[src/rtl/hamming_pkg.sv]
// Shared constants, FSM state type and word helpers for hamming_word_gen.
//   W     : word width
//   KW    : width of the requested weight k
//   IDX_W : width of the word index (holds C(W, W/2) - 1 without wrapping)
package hamming_pkg;

  localparam int W     = 16;
  localparam int KW    = $clog2(W + 1);
  localparam int IDX_W = 14;

  // state | meaning
  // IDLE  | waiting for start; x/idx keep the last run's final values
  // EMIT  | presenting x with out_valid=1 until the last word is accepted
  typedef enum logic [0:0] {
    IDLE = 1'b0,
    EMIT = 1'b1
  } state_t;

  // Smallest word of weight k: k ones packed at the LSB end.
  function automatic logic [W-1:0] first_word(input logic [KW-1:0] k);
    logic [W-1:0] w;
    for (int i = 0; i < W; i++) w[i] = (i < int'(k));
    return w;
  endfunction

  // Largest word of weight k: k ones packed at the MSB end.
  function automatic logic [W-1:0] last_word(input logic [KW-1:0] k);
    logic [W-1:0] w;
    for (int i = 0; i < W; i++) w[i] = (i >= W - int'(k));
    return w;
  endfunction

endpackage

[src/rtl/hamming_word_gen_gosper.sv]
// Combinational next-word step: returns the next larger word with the same
// popcount as x (Gosper's hack, no divider).
//   x   : current word
//   nxt : next word of equal weight (meaningless when x is the last word)
module gosper_next
  import hamming_pkg::*;
(
  input  logic [W-1:0] x,
  output logic [W-1:0] nxt
);

  logic [W:0]   xe;
  logic [W:0]   c;
  logic [W:0]   r;
  logic [W-1:0] t;
  logic [4:0]   ctz;
  logic [5:0]   shamt;

  // Carry into bit W only happens for the last word, which never advances.
  assign xe = {1'b0, x};
  assign c  = xe & (~xe + 1'b1);
  assign r  = xe + c;

  // c is one-hot, so the lowest-set-bit search yields ctz(c) directly.
  always_comb begin
    ctz = '0;
    for (int i = W; i >= 0; i--) begin
      if (c[i]) ctz = 5'(i);
    end
  end

  assign shamt = {1'b0, ctz} + 6'd2;
  // Shift by at least 2 keeps the top bit clear, so W bits hold the result.
  assign t     = W'((r ^ xe) >> shamt);
  assign nxt   = r[W-1:0] | t;

endmodule

[src/rtl/hamming_word_gen.sv]
// Streams every W-bit word of Hamming weight k in ascending order over a
// valid/ready handshake.
//   clk, rst_n           : clock, async active-low reset
//   start, k             : request a run of weight k (sampled only in IDLE)
//   busy                 : run in progress
//   out_valid, out_ready : handshake for x/idx/last
//   x, idx, last         : current word, its 0-based index, final-word flag
//   done                 : one-cycle pulse after the final word is accepted
//   err                  : one-cycle pulse when start arrives with k > W
module hamming_word_gen
  import hamming_pkg::*;
(
  input  logic             clk,
  input  logic             rst_n,
  input  logic             start,
  input  logic [KW-1:0]    k,
  output logic             busy,
  output logic             out_valid,
  input  logic             out_ready,
  output logic [W-1:0]     x,
  output logic [IDX_W-1:0] idx,
  output logic             last,
  output logic             done,
  output logic             err
);

  state_t             state_q, state_d;
  logic [W-1:0]       x_q, x_d;
  logic [IDX_W-1:0]   idx_q, idx_d;
  logic [KW-1:0]      k_q, k_d;
  logic               done_q, done_d;
  logic               err_q, err_d;
  logic [W-1:0]       nxt;
  logic               last_w;

  gosper_next u_gosper (
    .x   (x_q),
    .nxt (nxt)
  );

  assign last_w = (state_q == EMIT) && (x_q == last_word(k_q));

  always_comb begin
    state_d = state_q;
    x_d     = x_q;
    idx_d   = idx_q;
    k_d     = k_q;
    done_d  = 1'b0;
    err_d   = 1'b0;
    case (state_q)
      IDLE: begin
        if (start) begin
          if (k > KW'(W)) begin
            err_d = 1'b1;
          end else begin
            state_d = EMIT;
            x_d     = first_word(k);
            idx_d   = '0;
            k_d     = k;
          end
        end
      end
      EMIT: begin
        if (out_ready) begin
          if (last_w) begin
            state_d = IDLE;
            done_d  = 1'b1;
          end else begin
            x_d   = nxt;
            idx_d = idx_q + IDX_W'(1);
          end
        end
      end
      default: state_d = IDLE;
    endcase
  end

  always_ff @(posedge clk or negedge rst_n) begin
    if (!rst_n) begin
      state_q <= IDLE;
      x_q     <= '0;
      idx_q   <= '0;
      k_q     <= '0;
      done_q  <= 1'b0;
      err_q   <= 1'b0;
    end else begin
      state_q <= state_d;
      x_q     <= x_d;
      idx_q   <= idx_d;
      k_q     <= k_d;
      done_q  <= done_d;
      err_q   <= err_d;
    end
  end

  assign busy      = (state_q == EMIT);
  assign out_valid = (state_q == EMIT);
  assign x         = x_q;
  assign idx       = idx_q;
  assign last      = last_w;
  assign done      = done_q;
  assign err       = err_q;

endmodule

[config.mk]
export PLATFORM = sky130hd
export DESIGN_NAME = hamming_word_gen
export DESIGN_NICKNAME = d
export VERILOG_FILES = /design/src/rtl/hamming_pkg.sv /design/src/rtl/hamming_word_gen_gosper.sv /design/src/rtl/hamming_word_gen.sv
export SDC_FILE = /design/constraint.sdc
export NUM_CORES = 1
export LEC_CHECK = 0
export CORE_ASPECT_RATIO = 1.1
export CORE_MARGIN = 1.5
export CORE_UTILIZATION = 50
export DETAILED_ROUTE_END_ITERATION = 12
export PLACE_DENSITY = 0.74
export SETUP_SLACK_MARGIN = 0.3
export SLEW_MARGIN = 10
export SYNTH_ARGS = -nofsm -noshare
export SYNTH_HDL_FRONTEND = slang
export SYNTH_SLANG_ARGS = --single-unit
[constraint.sdc]
create_clock -name clk -period 3.59 [get_ports clk]
set_input_delay 0.359 -clock clk [delete_from_list [all_inputs] [get_ports clk]]
set_output_delay 0.359 -clock clk [all_outputs]
set_load 0.1 [all_outputs]
==> results of run 1 <==
## layer usage
| metal | up-vias | wire (um) |
|---|---|---|
| met5 | - | 0 |
| met4 | 0 | 318 |
| met3 | 41 | 1770 |
| met2 | 333 | 7450 |
| met1 | 2426 | 6410 |
| li1 | 2286 | - |
## what timing repair did
action | in CTS | in global routing
gates resized for setup | 12 | 39
buffers inserted | 6 | 7
gates cloned | 1 | 1
pin swaps | 7 | 9
setup endpoints to repair | 11 | 31
## stage by stage
step | setup slack [ns] | cell area (um^2) | cells
final | 0.230 | 5350 | 746
after global routing | 0.115 | 5350 | 746
after CTS | 0.207 | 5150 | 738
after detailed placement | 0.248 | 4970 | 723
after global placement | 0.274 | 4970 | 723
after floorplan | 0.267 | 4280 | 576
## logic make-up after synthesis
logic type                 Yosys count  share of synthesized area
muxes                               24                     0.0597
DFF                                 38                      0.225
xor gates and xnor gates            13                     0.0269
AOI/OAI and AO/OA                  199                      0.325
and+or+nand+nor                    225                      0.279
adders and majority gates            4                     0.0118
buffers and inverters               73                     0.0725
## worst max-delay path, cell delays in order (launching register included)
cell and delay (ns):
dfrtp_1 0.38, inv_2 0.07, ha_4 0.18, or4_4 0.53, nor2_4 0.11, and4b_1 0.20
nor4_2 0.21, nand3_1 0.14, or4_4 0.58, nor2_4 0.13, buf_12 0.18
## worst min-delay path by stage
stage                     startpoint            endpoint  slack (ns)  depth (start not counted)
after floorplan                rst_n      busy$_DFF_PN0_        0.06                          0
after global placement         rst_n  k_q[1]$_DFFE_PN0P_        0.51                          1
after detailed placement       rst_n  k_q[1]$_DFFE_PN0P_        0.51                          1
after CTS                      rst_n  k_q[1]$_DFFE_PN0P_        0.21                          1
after global routing           rst_n  k_q[1]$_DFFE_PN0P_        0.26                          1
final                          rst_n  k_q[1]$_DFFE_PN0P_        0.19                          1
## state kept, by name, summed over array words and instances, names as in the netlist
name,cells
busy,1
done,1
err,1
idx,14
k_q,5
x,16
## cell type report
cell class	count	area [um^2]	area share
clock buffer	7	86.3	0.0161
clock inverter	1	5.00	0.000936
inverter	19	71.3	0.0133
multi-input combinational	466	3150	0.589
sequential	38	957	0.179
tap	111	139	0.0260
timing repair buffer	104	940	0.176
## power by group
part	internal, mW	leakage, nW	switching [mW]	total [mW]
registers	0.528	0.446	0.239	0.767
clock network	0.155	0.0482	0.144	0.299
logic	1.01	1.72	1.99	3.00
total	1.69	2.22	2.37	4.06
## cell usage in the layout (no fill, tap or decap), types with 7 or more instances in the layout
cell,synthesis,layout
clkdlybuf4s50_1,0,39
nor2b_1,11,9
inv_1,19,18
buf_6,2,7
a31o_2,8,8
nor2_1,46,44
or3_1,7,7
nor3_1,19,18
a21oi_1,44,38
and3_1,11,11
dfrtp_1,38,33
a31oi_1,12,12
o21ai_0,34,32
and2_1,8,8
nand4_1,8,8
nand3_1,22,22
mux2_2,10,10
nand2b_1,12,12
o211ai_1,9,9
mux2i_1,14,14
nand2_1,51,51
buf_4,1,54
xor2_1,7,7
==> metrics.cfg, run 1 <==
[cells_and_area]
nFillCells=720
area_delta_synth_final_pct=26.4
final_layout_size_suffix_gt1_frac=0.216
final_nets=647
final_util=0.646
n_antenna_cell=0

[worst_setup_path]
cp_max_fo=5
critPathArrivalTime_ns=3.00
crit_end=last
r2r_slack_ns=0.29
crit_type=register to output pin
reg2reg_depth=9
critPathLaunchType=register
critPathLaunch=k_q[0]$_DFFE_PN0P_
r2r-start=x[9]$_DFFE_PN0P_
worst_setup_path_end_kind=output pin
reg2reg_to=x[7]$_DFFE_PN0P_
critPathRequiredTime_ns=3.23

[floorplan]
dieWidth_um=90.7
ioPinCount=44
rows=35
die_h_um=99.5
start_util=0.511
coreArea_um2=8280
die_area_um2=9020

[clocking]
cts.sinks=38
htree_levels=2
path_clk_slew_ns=0.07
clkLatencyLatePin_ns=0.28
cts-buffers-inserted=5
ctsHoldBuffers=0
cts_tree=done
root_buffer=clkbuf_8
clock_path_buffers=2

[logic_synthesis]
ys_dominant_reg_cell=dfrtp_1
synthCells=576
yosys-top-cells-count=nand2_1, nor2_1, a21oi_1
async_reset_ff_frac=1.00
synth_top_area_share=0.225
synth-edff-count=0
ys_ff_latch=38
yosysMostFrequentCell=nand2_1
yosysWarnings=0
syn_area_um2=4230
synth.avg_cell_area_um2=7.34
yosysSeqAreaShare=0.225
ys_types=78
syn_nets=589
ys_top_cells_by_area=dfrtp_1, a21oi_1, nand2_1
yosysTopAreaCell=dfrtp_1

[global_route]
grtUsageTotal=0.342
use_met2=0.556
grt_max_degree=39
grt_busiest_layer=met2
antenna_found_initial=0
grt_pass1_vias=4668
grtUsageMet3=0.0619
grt_util_met1=0.473
gr-total-overflow=0
grt_pass1_wl_um=24600

[sta]
final_hold_viol_count=0
finClkSkew_ns=0.00390
tightest_slew_ns=0.981
setup_tns_ns=0
rsz0062_at_grt=yes
slew_viol_final=0
whs_ns=0.193
period_needed_ns=3.36
timing.fmax_ghz=0.298
post-route-period-util=0.936
setup_viol=0
slew_headroom=0.344

[detailed_routing]
detail-route-antenna-nets=0
vias=5086
routedWlPerCell_um=21.4
vias_per_cell=6.82
remaining_drc_errors=0
wirelength_um=16000
drtPass1Iterations=6
first_iter_violations=562

[power_and_ir_drop]
leakagePower_nw=2.22
ir_drop_mv=0.625
p_per_area_nw_per_um2=759
finalPower_mw=4.06

[min_path]
hp-class=primary input to asynchronous set/reset pin

[job]
maxCapViolCount=0

[run_status]
status=complete, no violations

[placement]
gp_congestion=1.07
dp_hpwl_um=11500
portBuffers=43

Note: power is estimated with default switching activity, not from simulation.
==> run 2: changes to the inputs <==
--- a/config.mk
+++ b/config.mk
@@ -9,7 +9,7 @@
 export CORE_MARGIN = 1.5
 export CORE_UTILIZATION = 50
 export DETAILED_ROUTE_END_ITERATION = 12
-export PLACE_DENSITY = 0.74
+export PLACE_DENSITY = 0.72
 export SETUP_SLACK_MARGIN = 0.3
 export SLEW_MARGIN = 10
 export SYNTH_ARGS = -nofsm -noshare
==> constraint.sdc (replaced) <==
create_clock -name clk -period 3.85 [get_ports clk]
set_input_delay 0.385 -clock clk [delete_from_list [all_inputs] [get_ports clk]]
set_output_delay 0.385 -clock clk [all_outputs]
set_load 0.1 [all_outputs]
==> run 2 against run 1 <==
Flip-flop and latch count did not move. Sequential share of layout area rose by 0.64 points. Wire length fell by 1.9%. Critical endpoint unchanged. Critical path depth did not move. Count of clock-buffer cells in the layout fell by 1. Hold slack improved by 0.019 ns. Final area fell by 3.7%. Combinational power fell by 9.7%. Register-to-register slack improved by 0.14 ns. Final cell count fell by 1.7%.
==> metrics.cfg, run 2 (synthesized netlist as in run 1, its figures left out) <==
[placement]
gp_congestion=1.07  ; +0.18%
dpl_cell_area_um2=4850  ; -2.3%
dp_hpwl_um=11500  ; -0.19%
dp.cells=713  ; -1.4%
portBuffers=43  ; unchanged

[sta]
post-route-period-util=0.911
setup_viol=0  ; unchanged
final_hold_viol_count=0  ; unchanged
slew_headroom=0.331  ; -0.0130
timing.fmax_ghz=0.285
slew_viol_final=0  ; unchanged
setup_tns_ns=0  ; unchanged
period_needed_ns=3.51
finClkSkew_ns=0.00722  ; +0.00332 ns
rsz0062_at_grt=yes
tightest_slew_ns=1.00  ; +0.0194 ns

[worst_setup_path]
r2r_slack_ns=0.43  ; +0.14 ns
reg2reg_depth=9  ; unchanged
r2r-start=x[8]$_DFFE_PN0P_
reg2reg_to=x[7]$_DFFE_PN0P_
critPathArrivalTime_ns=3.12  ; +0.12 ns
critPathSlowestCell=or4_4
worst_setup_path_end_kind=output pin
cp_max_fo=6  ; +1
path_delay_family=simple AND/OR/NAND/NOR gates
critPathBufInv=2  ; unchanged
crit_chain=inv_2 -> ha_4 -> or4_4 -> nor2_4 -> and4b_1 -> nor4_2 -> nand3_1 -> or4_4 -> nor2_4 -> buf_12
critPathLaunchType=register
cpPeakStageDelay_ns=0.59  ; about the same
crit_type=register to output pin
critPathRequiredTime_ns=3.46  ; +0.23 ns

[cells_and_area]
largest_register_ffs=16  ; unchanged
mostFrequentLayoutCells=nand2_1, buf_4, nor2_1, a21oi_1, clkdlybuf4s50_1
final_layout_size_suffix_gt1_frac=0.177  ; -0.0389
final_cell_area_um2=5150  ; -3.7%
finalNonFillerCells=733  ; -1.7%
multiInputGateArea_um2=3080  ; -2.3%
final_common_cell=nand2_1
area_delta_synth_final_pct=21.7
final_nets=634  ; -2.0%
nFillCells=745  ; +3.5%
n_antenna_cell=0  ; unchanged
seq_area_um2=955  ; -0.26%

[power_and_ir_drop]
ir_drop_mv=0.439  ; -30%
p_sw_mw=2.19  ; -7.5%
netSwitchingFraction=0.593  ; +0.00889
clkPwrFrac=0.079  ; +0.006
intPower_mw=1.51  ; -11%
p_comb_frac=0.733  ; -0.005
pwr-share-seq=0.189  ; about the same
p_per_area_nw_per_um2=719  ; -5.4%
leakagePower_nw=2.13  ; -3.8%

[clocking]
path_clk_slew_ns=0.08  ; about the same
ctsHoldBuffers=0  ; unchanged
root_buffer=clkbuf_8
cts.sinks=38  ; unchanged
clkLatencyLatePin_ns=0.30  ; +0.02 ns
cts_tree=done
htree_levels=2  ; unchanged
clock_path_buffers=2  ; unchanged
cts-buffers-inserted=5  ; unchanged

[detailed_routing]
vias_per_cell=6.84  ; +0.31%
detail-route-antenna-nets=0  ; unchanged
vias=5013  ; -1.4%
drtPass1Iterations=6  ; unchanged
wirelength_um=15600  ; -1.9%
routedWlPerCell_um=21.3  ; -0.20%
first_iter_violations=587  ; +4.4%
remaining_drc_errors=0  ; unchanged

[floorplan]
dieWidth_um=90.7  ; unchanged
die_area_um2=9020  ; unchanged
start_util=0.511  ; unchanged
die_h_um=99.5  ; unchanged
rows=35  ; unchanged
ioPinCount=44  ; unchanged
coreArea_um2=8280  ; unchanged

[global_route]
grt_pass1_vias=4523  ; -3.1%
grtUsageTotal=0.342  ; +0.000652
grt_busiest_layer=met2
grt_util_met1=0.479  ; +0.00573
grt_pass1_wl_um=24600  ; about the same
grt_max_degree=39  ; unchanged
use_met2=0.541  ; -0.0150
grtUsageMet3=0.0619  ; unchanged
gr-total-overflow=0  ; unchanged
antenna_found_initial=0  ; unchanged

[min_path]
hp-class=primary input to asynchronous set/reset pin

[run_status]
status=complete, no violations

[job]
maxCapViolCount=0  ; unchanged

run 2: cell types whose count changed in the layout (fill, tap and decap cells not counted), sizes merged:
cell,before,now
clkinvlp,0,1
clkbuf,7,6
buf,65,52
dlymetal6s2s,0,1
o2111a,2,1
run 2: per-stage QoR:
step	hold slack, ns	utilization	power (mW)	setup slack, ns
final	0.213	0.622	3.70	0.344
after global routing	0.277	0.622	3.87	0.261
after CTS	0.230	0.602	3.61	0.305
after detailed placement	0.552	0.586	3.31	0.221
after global placement	0.535	0.586	3.28	0.430
after floorplan	0.0894	-	2.53	0.407
run 2: layer usage:
layer,up-vias,part of all wire
met3,51,0.11
met2,338,0.45
met5,-,0
li1,2254,-
met4,0,0.030
met1,2370,0.41
run 2: worst max path at each step:
stage | start | endpoint | slack, ns | depth (start not counted)
floorplan | k_q[0]$_DFFE_PN0P_ | last | 0.41 | 10
global placement | k_q[1]$_DFFE_PN0P_ | idx[6]$_DFFE_PN0P_ | 0.43 | 10
detailed placement | k_q[0]$_DFFE_PN0P_ | x[3]$_DFFE_PN0P_ | 0.22 | 12
CTS | k_q[0]$_DFFE_PN0P_ | last | 0.30 | 10
global route | k_q[0]$_DFFE_PN0P_ | last | 0.26 | 10
finish | k_q[0]$_DFFE_PN0P_ | last | 0.34 | 10
run 2: cell type report:
class | count | area share
Timing Repair Buffer | 92 | 0.157
Multi-Input combinational cell | 465 | 0.598
Tap cell | 111 | 0.0270
Inverter | 19 | 0.0138
Sequential cell | 38 | 0.185
Clock inverter | 2 | 0.00243
Clock buffer | 6 | 0.0160
run 2: power by group through the flow:
stage                     clock [mW]  combinational [mW]  sequential, mW
after floorplan                    0                1.32            1.22
after global routing           0.312                2.85           0.711
after global placement             0                2.60           0.688
final                          0.291                2.71           0.699
after detailed placement           0                2.61           0.691
after CTS                      0.294                2.63           0.684
run 2: timing repair:
action                                  4_1_cts  5_1_grt
setup buffers                                 1       11
endpoints found under the hold margin         0        0
endpoints found under the setup margin        2       20
pin swaps                                     1        8
resized for setup                             5       23
